`config.mk`:
```
export PLATFORM = sky130hd
export DESIGN_NAME = cpu_writeback_q
export DESIGN_NICKNAME = d
export VERILOG_FILES = /design/src/rtl/cpu_writeback_q_pkg.sv /design/src/rtl/cpu_wb_fifo.sv /design/src/rtl/cpu_writeback_q.sv
export SDC_FILE = /design/constraint.sdc
export NUM_CORES = 1
export LEC_CHECK = 0
export BUFFER_PORTS_ARGS = -buffer_cell sky130_fd_sc_hd__buf_2
export CAP_MARGIN = 30
export CORE_MARGIN = 2
export CORE_UTILIZATION = 59
export DETAILED_ROUTE_END_ITERATION = 10
export HOLD_SLACK_MARGIN = 0.08
export PLACE_DENSITY = 0.8
export SYNTH_ARGS = -nofsm -noshare
export SYNTH_HDL_FRONTEND = slang
export SYNTH_SLANG_ARGS = --single-unit
```
`constraint.sdc`:
```
create_clock -name clk -period 15.3 [get_ports clk]
set_input_delay 3.825 -clock clk [delete_from_list [all_inputs] [get_ports clk]]
set_output_delay 3.825 -clock clk [all_outputs]
set_load 0.005 [all_outputs]
```
`src/rtl/cpu_writeback_q_pkg.sv`:
```
// Shared constants for the stage-4 to stage-5 writeback queue.
// Entry layout is {push, pop, data, pc}, pc in the low bits.
package cpu_writeback_q_pkg;

  localparam int PC_W = 32;
  localparam logic [2:0] UC_NOPUSH = 3'd0;

  localparam int OFF_PC = 0;
  localparam int OFF_DATA = PC_W;

  function automatic int off_pop(int data_w);
    return PC_W + data_w;
  endfunction

  function automatic int off_push(int pop_w, int data_w);
    return PC_W + data_w + pop_w;
  endfunction

  function automatic int entry_w(int pop_w, int data_w);
    return 1 + pop_w + data_w + PC_W;
  endfunction

endpackage

```
`src/rtl/cpu_wb_fifo.sv`:
```
// Writeback op storage: circular buffer with head and head+1 taps.
// Up to two entries may retire per cycle; flush clears pointers.
module cpu_wb_fifo #(
  parameter int DEPTH = 4,
  parameter int EW = 8,
  localparam int AW = $clog2(DEPTH),
  localparam int CW = $clog2(DEPTH + 1)
) (
  input  logic          clk,
  input  logic          rst_b,
  input  logic          flush,
  input  logic          wr_en,
  input  logic [EW-1:0] wr_data,
  input  logic [1:0]    rd_num,
  output logic [EW-1:0] head,
  output logic [EW-1:0] head_nxt,
  output logic [CW-1:0] count
);

  logic [AW-1:0] rd_ptr_q;
  logic [AW-1:0] rd_ptr_d;
  logic [AW-1:0] wr_ptr_q;
  logic [AW-1:0] wr_ptr_d;
  logic [CW-1:0] count_q;
  logic [CW-1:0] count_d;
  logic [EW-1:0] mem_q [DEPTH];

  always_comb begin
    rd_ptr_d = rd_ptr_q + AW'(rd_num);
    wr_ptr_d = wr_ptr_q + AW'(wr_en);
    count_d  = count_q + CW'(wr_en) - CW'(rd_num);
    if (flush) begin
      rd_ptr_d = '0;
      wr_ptr_d = '0;
      count_d  = '0;
    end
  end

  always_ff @(posedge clk) begin
    if (!rst_b) begin
      rd_ptr_q <= '0;
      wr_ptr_q <= '0;
      count_q  <= '0;
    end else begin
      rd_ptr_q <= rd_ptr_d;
      wr_ptr_q <= wr_ptr_d;
      count_q  <= count_d;
    end
  end

  // When full, the write slot is the head being retired this cycle.
  always_ff @(posedge clk) begin
    if (wr_en && !flush) begin
      mem_q[wr_ptr_q] <= wr_data;
    end
  end

  assign head     = mem_q[rd_ptr_q];
  assign head_nxt = mem_q[rd_ptr_q + AW'(1)];
  assign count    = count_q;

endmodule

```
`src/rtl/cpu_writeback_q.sv`:
```
// Buffered writeback stage between execute and the stack unit.
// A pop-only head may fold its pops into the following op.
module cpu_writeback_q
  import cpu_writeback_q_pkg::*;
#(
  parameter int DATA_W = 35,
  parameter int POP_W = 11,
  parameter int DEPTH = 4,
  parameter int MERGE_POPS = 1,
  localparam int CW = $clog2(DEPTH + 1)
) (
  input  logic              clk,
  input  logic              rst_b,
  input  logic              flush,
  input  logic              wb_valid_4a,
  output logic              wb_ready_4a,
  input  logic [31:0]       pc_4a,
  input  logic [2:0]        c__to_push_4a,
  input  logic [POP_W-1:0]  st__to_pop_4a,
  input  logic [DATA_W-1:0] st__to_push_4a,
  output logic              st__valid_5a,
  input  logic              st__ready_5a,
  output logic              st__push_5a,
  output logic [POP_W-1:0]  st__to_pop_5a,
  output logic [DATA_W-1:0] st__to_push_5a,
  output logic [31:0]       pc_5a,
  output logic [CW-1:0]     wb_count
);

  localparam int EW = entry_w(POP_W, DATA_W);

  logic [EW-1:0] enq_entry;
  logic [EW-1:0] head;
  logic [EW-1:0] head_nxt;
  logic [CW-1:0] count;
  logic [1:0]    rd_num;
  logic          enq;
  logic          deq;
  logic          merge;

  logic              h_push;
  logic [POP_W-1:0]  h_pop;
  logic [DATA_W-1:0] h_data;
  logic [31:0]       h_pc;
  logic              n_push;
  logic [POP_W-1:0]  n_pop;
  logic [DATA_W-1:0] n_data;
  logic [31:0]       n_pc;
  logic [POP_W:0]    pop_sum;

  assign enq_entry = {c__to_push_4a != UC_NOPUSH, st__to_pop_4a,
                      st__to_push_4a, pc_4a};

  assign {h_push, h_pop, h_data, h_pc} = head;
  assign {n_push, n_pop, n_data, n_pc} = head_nxt;

  assign pop_sum = {1'b0, h_pop} + {1'b0, n_pop};

  // Carry out of the pop sum means the merged count would not fit.
  always_comb begin
    merge = 1'b0;
    if (MERGE_POPS != 0) begin
      merge = !h_push && (count >= CW'(2)) && !pop_sum[POP_W];
    end
  end

  assign st__valid_5a = (count != '0);
  assign deq = st__valid_5a && st__ready_5a;
  assign wb_ready_4a = (count < CW'(DEPTH)) || deq;
  assign enq = wb_valid_4a && wb_ready_4a;
  assign wb_count = count;

  always_comb begin
    rd_num = 2'd0;
    if (deq) begin
      rd_num = merge ? 2'd2 : 2'd1;
    end
  end

  always_comb begin
    st__push_5a    = 1'b0;
    st__to_pop_5a  = '0;
    st__to_push_5a = '0;
    pc_5a          = '0;
    if (st__valid_5a) begin
      if (merge) begin
        st__push_5a    = n_push;
        st__to_pop_5a  = pop_sum[POP_W-1:0];
        st__to_push_5a = n_data;
        pc_5a          = n_pc;
      end else begin
        st__push_5a    = h_push;
        st__to_pop_5a  = h_pop;
        st__to_push_5a = h_data;
        pc_5a          = h_pc;
      end
    end
  end

  cpu_wb_fifo #(
    .DEPTH(DEPTH),
    .EW(EW)
  ) u_fifo (
    .clk(clk),
    .rst_b(rst_b),
    .flush(flush),
    .wr_en(enq),
    .wr_data(enq_entry),
    .rd_num(rd_num),
    .head(head),
    .head_nxt(head_nxt),
    .count(count)
  );

endmodule

```
# Word-level counts from Yosys, hierarchy flattened

Memories as Yosys holds them, arrays and structs flattened. A register that Yosys moved wholly into a read port is not among the register bits.
Index checks and enable logic that the tools add are counted.

Add/sub/neg operators: 6
$lt $le $gt $ge: 2
Mux-type cells: 13
Bitwise gates (word level): 1
Reduce and logical (&&, ||, !) cells: 12

Operators by type and width:

| cell                  | count |
|---|---|
| $mux W35              | 2 |
| $mux W32              | 2 |
| $mux W11              | 2 |
| $add A11 B11 Y12      | 1 |
| $mux W2               | 3 |
| $reduce_bool A3 Y1    | 2 |
| $logic_and A1 B1 Y1   | 5 |
| $mux W1               | 4 |
| $add A3 B1 Y3         | 1 |
| $ge A3 B2 Y1 const B  | 1 |
| $logic_not A1 Y1      | 3 |
| $lt A3 B3 Y1 const B  | 1 |
| $sub A3 B2 Y3         | 1 |
| $add A2 B1 Y2         | 1 |
| $add A2 B1 Y2 const B | 1 |
| $add A2 B2 Y2         | 1 |
| $reduce_or A2 Y1      | 1 |
| $logic_or A1 B1 Y1    | 1 |
| $not A1 Y1            | 1 |

Flip-flop bits (word level): 7
Memory bits (writable): 316
Output and inout bits: 84
Logic and storage cells: 38
Memories kept: 1

Memory list:

| name         | depth | bits a word | rd ports | clocked after memory_dff | wr ports | RTL line          | text |
|---|---|---|---|---|---|---|---|
| u_fifo.mem_q | 4     | 79          | 2        | 1                        | 1        | cpu_wb_fifo.sv:26 | `logic [EW-1:0] mem_q [DEPTH];` |

# Logic depth before layout (Yosys ltp)

An unclocked memory read counts as a cell.

Word-level depth: 9
Depth in mapped cells: 20
Depth with buffers taken out: 14

# Modules after synthesis

From an unflattened synthesis, not the netlist that was laid out.

Cell total of the unflattened synthesis: 869
Area, all modules: 15347.2 sq um

Modules (own cells, without submodules):

| module          | times used | cells an instance | area an instance (sq um) |
|---|---|---|---|
| cpu_wb_fifo     | 1          | 543               | 13708.1 |
| cpu_writeback_q | 1          | 326               | 1639.1 |

# Least setup slack after synthesis

OpenSTA, ideal clock, no wires.

Kind: in2reg
Start: input st__ready_5a
End: memory u_fifo.mem_q[1][0] in the netlist's numbering (enable)
Arrival: 12155 ps
Data required time: 14562 ps
Path slack: 2407 ps
Stages: 3
Path buffers: 0
Cell sequence: nand2b_1 > nand2_1 > nor4b_1

Word-level cells in the longest chain between the ends: 6

Ends and longest elaborated chain:

| what                          | RTL line              | text |
|---|---|---|
| start: declaration            | cpu_writeback_q.sv:22 | `input logic st__ready_5a,` |
| $logic_and A1 B1 Y1           | cpu_writeback_q.sv:68 | `assign deq = st__valid_5a && st__ready_5a;` |
| $logic_or A1 B1 Y1            | cpu_writeback_q.sv:69 | `assign wb_ready_4a = (count < CW'(DEPTH)) \|\| deq;` |
| $logic_and A1 B1 Y1           | cpu_writeback_q.sv:70 | `assign enq = wb_valid_4a && wb_ready_4a;` |
| $logic_and A1 B1 Y1           | cpu_wb_fifo.sv:53     | `if (wr_en && !flush) begin` |
| $mux W1                       | cpu_wb_fifo.sv:53     |  |
| $mux W1 (implied by the code) | cpu_wb_fifo.sv:54     | `mem_q[wr_ptr_q] <= wr_data;` |
| end: declaration              | cpu_wb_fifo.sv:26     |  |

No other way between the ends.

# Final worst setup path

Start: register u_fifo.rd_ptr_q[1]
End: output st__to_push_5a[11]

Word-level cells in the longest chain between the ends: 7

Ends and longest elaborated chain:

| what                     | RTL line              | text |
|---|---|---|
| start: declaration       | cpu_wb_fifo.sv:20     | `logic [AW-1:0] rd_ptr_q;` |
| start signal: assignment | cpu_wb_fifo.sv:45     | `rd_ptr_q <= rd_ptr_d;` |
| $add A2 B1 Y2 (*)        | cpu_wb_fifo.sv:59     | `assign head_nxt = mem_q[rd_ptr_q + AW'(1)];` |
| $mem_v2 Z4 W79 (*)       | n/a                   |  |
| $add A11 B11 Y12         | cpu_writeback_q.sv:57 | `assign pop_sum = {1'b0, h_pop} + {1'b0, n_pop};` |
| $logic_not A1 Y1         | cpu_writeback_q.sv:63 | `merge = !h_push && (count >= CW'(2)) && !pop_sum[POP_W];` |
| $logic_and A1 B1 Y1      | cpu_writeback_q.sv:63 |  |
| $mux W35 (*)             | cpu_writeback_q.sv:86 | `if (merge) begin` |
| $mux W35 (*)             | cpu_writeback_q.sv:85 | `if (st__valid_5a) begin` |
| end: declaration         | cpu_writeback_q.sv:25 | `output logic [DATA_W-1:0] st__to_push_5a,` |

Every way passes the cells marked *; elsewhere a longest branch is shown, timed or not.

==> results by group <==
STA
  • Final min period: 9.751 ns
  • Max-slew violations: 0
  • Setup Viol. Count Final: 0
  • Slew HR: 30.16%
  • Final Hold Viols: 0
  • Hold Slack: 0.5916 ns
  • Setup TNS: 0 ns
  • Max Fclk: 102.6 MHz
  • Unrepaired setup endpoints after global routing: no
  • Worst slew pin tran: 1.048 ns
  • Final period utilization: 63.73%
  • Clk_skew: 0.02272 ns

Pwr
  • Leakage power: 5.604 nW
  • Sw frac: 24.66%
  • Sequential share of power: 48.4%
  • Int Power: 1.561 mW
  • Switching power: 0.5109 mW
  • IR drop worst, VDD: 0.00009491 V
  • Combinational group share of total power: 14.7%
  • Clock network power share: 36.9%
  • PD cells: 122.2 nW/µm²

GRT
  • Number of global-route vias before repair: 9,638
  • Overflow after GRT: 0
  • Largest net degree at the start of global routing: 113
  • First-pass GRT wire length: 50,070 µm
  • Total track usage: 24.45%
  • Initial antenna violation count: 3

Clock network
  • # hold bufs at CTS: 0
  • Clk Latency, worst-skew pair: 0.51 ns
  • Root buffer cell: clkbuf_16
  • H-tree levels: 2
  • Post-cts gate resize count: 0
  • Setup Buffers After CTS: 0
  • Number of CTS-inserted buffers: 34
  • CTS tree: built
  • CTS Sinks: 323
  • Clk slew on worst S/H paths: 0.06 ns
  • CTS max path bufs: 3

Floorplanning
  • Die height: 162.0 µm
  • Io pins: 170
  • Rows: 57
  • Die ar.: 26,240 µm²
  • CORE AREA: 24,390 µm²
  • Die width: 162.0 µm
  • Initial Utilization: 60.37%

Final layout
  • Share of layout cells above drive strength 1: 22.97%
  • Area delta synth->final: 15.10%
  • Nets: 1,299
  • Layout Cells excl Fill: 1,545

Yosys
  • Net count after synthesis: 1,154
  • Synth async-reset ratio: 0%
  • Yosys reg bits: 323
  • Post-synth top cells: edfxtp_1, mux2i_1, nand2_1
  • Mapped Cells: 1,050
  • Post-synth top area cell: edfxtp_1
  • EDFF count, synth: 316
  • Yosys Warn Count: 0
  • Synth Cell Area: 14,720 µm²
  • Avg Cell Area, Syn: 14.02 µm²
  • Post-synth top flop: edfxtp_1
  • Sequential fraction of the synthesis area: 65.40%
  • Count leader, synth: edfxtp_1
  • Yosys top cell area share: 64.45%
  • Synth area leaders: edfxtp_1, mux2i_1, a221o_1
  • Yosys cell types: 47

Setup path
  • Worst-path fanout max: 51
  • Max stage delay on crit path: 0.79 ns
  • CP endpoint kind: output pin
  • R2R setup slack: 9.47 ns
  • WP buf/inv: 3
  • Setup crit start kind: flip-flop
  • Slowest CP cell: buf_4
  • FF-to-FF Start: u_fifo.rd_ptr_q[1]
  • CP arrival: 5.93 ns
  • CP required: 11.48 ns
  • Reg2Reg Depth: 15
  • Most frequent CP cell: buf_4
  • Setup Crit Path Kind: reg2out
  • Worst r2r dst: u_fifo.count[2]
  • Crit path cell chain: buf_4, mux4_2, ha_1, and4_1, a2111oi_2, o21ai_1, or2_1, mux2i_4, buf_4, a221o_1, buf_2
  • Cell family with most CP delay: buffers and inverters

Worst hold path
  • Hold depth: 2
  • Hold path endpoint: u_fifo.wr_ptr_q[1]
  • Hold path start: u_fifo.wr_ptr_q[1]
  • Hold WC Path Type: reg2reg

Routing
  • Vias per inst: 6.318
  • DRC: 0
  • Routed Antenna Nets: 0
  • First-iteration detailed-routing DRC count: 1,033
  • Wire per inst: 21.17 µm
  • Drt total wl: 32,720 µm
  • 1st-pass router iterations: 5
  • Vias: 9,761

Outcome
  • Status: completed

Placed design
  • Dpl cells: 1,482
  • Post-detail-place hpwl: 19,120 µm
  • Routability cong.: 0.8253
  • Port Buffers: 169

Job
  • Max-Cap Viols: 0
[cells by family (layout without fill, tap and decap cells)]
family / count (synthesis) / count (layout) / synth area share (%)
AO/OA/AOI/OAI: 219 / 219 / 10.14
XOR/XNOR: 12 / 12 / 0.7138
adder cells (fa/ha/maj): 18 / 18 / 1.632
buffers and inverters: 87 / 256 / 2.456
flip-flops: 323 / 323 / 65.40
multiplexers: 121 / 121 / 10.35
other: 0 / 2 / 0
AND/OR/NAND/NOR: 270 / 270 / 9.313
[power by group through the flow]
stage          combinational (mW)  sequential, mW  clock [mW]
6_report                    0.305            1.00       0.764
5_1_grt                     0.332            1.00       0.809
4_1_cts                     0.304            1.00       0.775
3_5_place_dp                0.302            1.02           0
2_1_floorplan               0.191            1.02           0
3_3_place_gp                0.296            1.02           0
[cell usage in the layout, fill, tap and decap left out, drive strengths merged, types with 8 or more instances in the layout]
cell type and n:
edfxtp 316, buf 189, mux2i 88, nand2 74
a21oi 70, o21ai 64, nor2b 62, nor3 61
a221o 58, clkbuf 45, mux4 23, nor2 23
ha 16, nand3 14, clkinv 12, nor4 11
xnor2 10, mux2 10, nand3b 9, a311o 9
inv 8
[tightest hold or removal path: stages (launching register included)]
cell and delay [ns]:
dfxtp_1 0.37, xnor2_1 0.15, nor2_1 0.03
[stage by stage]
stage / instance area, µm² / total power, mW / utilization, % / setup WS (ns)
after floorplan: 14720 / 1.211 / - / 2.407
final: 16950 / 2.071 / 69.48 / 5.549
after global routing: 16950 / 2.145 / 69.48 / 5.199
after global placement: 15810 / 1.316 / 64.82 / 6.037
after CTS: 16920 / 2.081 / 69.38 / 5.384
after detailed placement: 15890 / 1.323 / 65.16 / 5.930
[per-layer routing]
metal	vias to the layer above	wire length, µm	GRT usage, %	share of wire [%]
met2	466	15800	40.43	48
met4	2	729	7.884	2.2
met3	70	2605	4.111	8.0
met5	-	7	0	0.021
met1	4809	13570	33.57	41
li1	4414	-	-	-
[state kept, by name, indices dropped and copies added, names as in the netlist]
signal and count:
u_fifo.wr_ptr_q 2, u_fifo.rd_ptr_q 2, u_fifo.mem_q 316, u_fifo.count 3
[worst max path at each step]
| stage | slack [ns] | from | to | depth (start not counted) |
|---|---|---|---|---|
| after CTS | 5.38 | u_fifo.rd_ptr_q[1] | pc_5a[2] | 11 |
| after global placement | 6.04 | u_fifo.rd_ptr_q[1] | pc_5a[2] | 11 |
| after detailed placement | 5.93 | u_fifo.rd_ptr_q[1] | pc_5a[2] | 11 |
| final | 5.55 | u_fifo.rd_ptr_q[1] | st__to_push_5a[11] | 11 |
| after global routing | 5.20 | u_fifo.rd_ptr_q[1] | st__to_push_5a[29] | 11 |
| after floorplan | 2.41 | st__ready_5a | u_fifo.mem_q[1][0] | 3 |
[layout make-up]
class	count	area, µm²
Antenna cell	2	5.005
Clock buffer	45	933.4
Clock inverter	15	96.34
Fill cell	1700	7443
Inverter	7	26.28
Multi-Input combinational cell	640	4783
Sequential cell	323	9637
Tap cell	324	405.4
Timing Repair Buffer	189	1061
(Power assumes the default switching activity.)
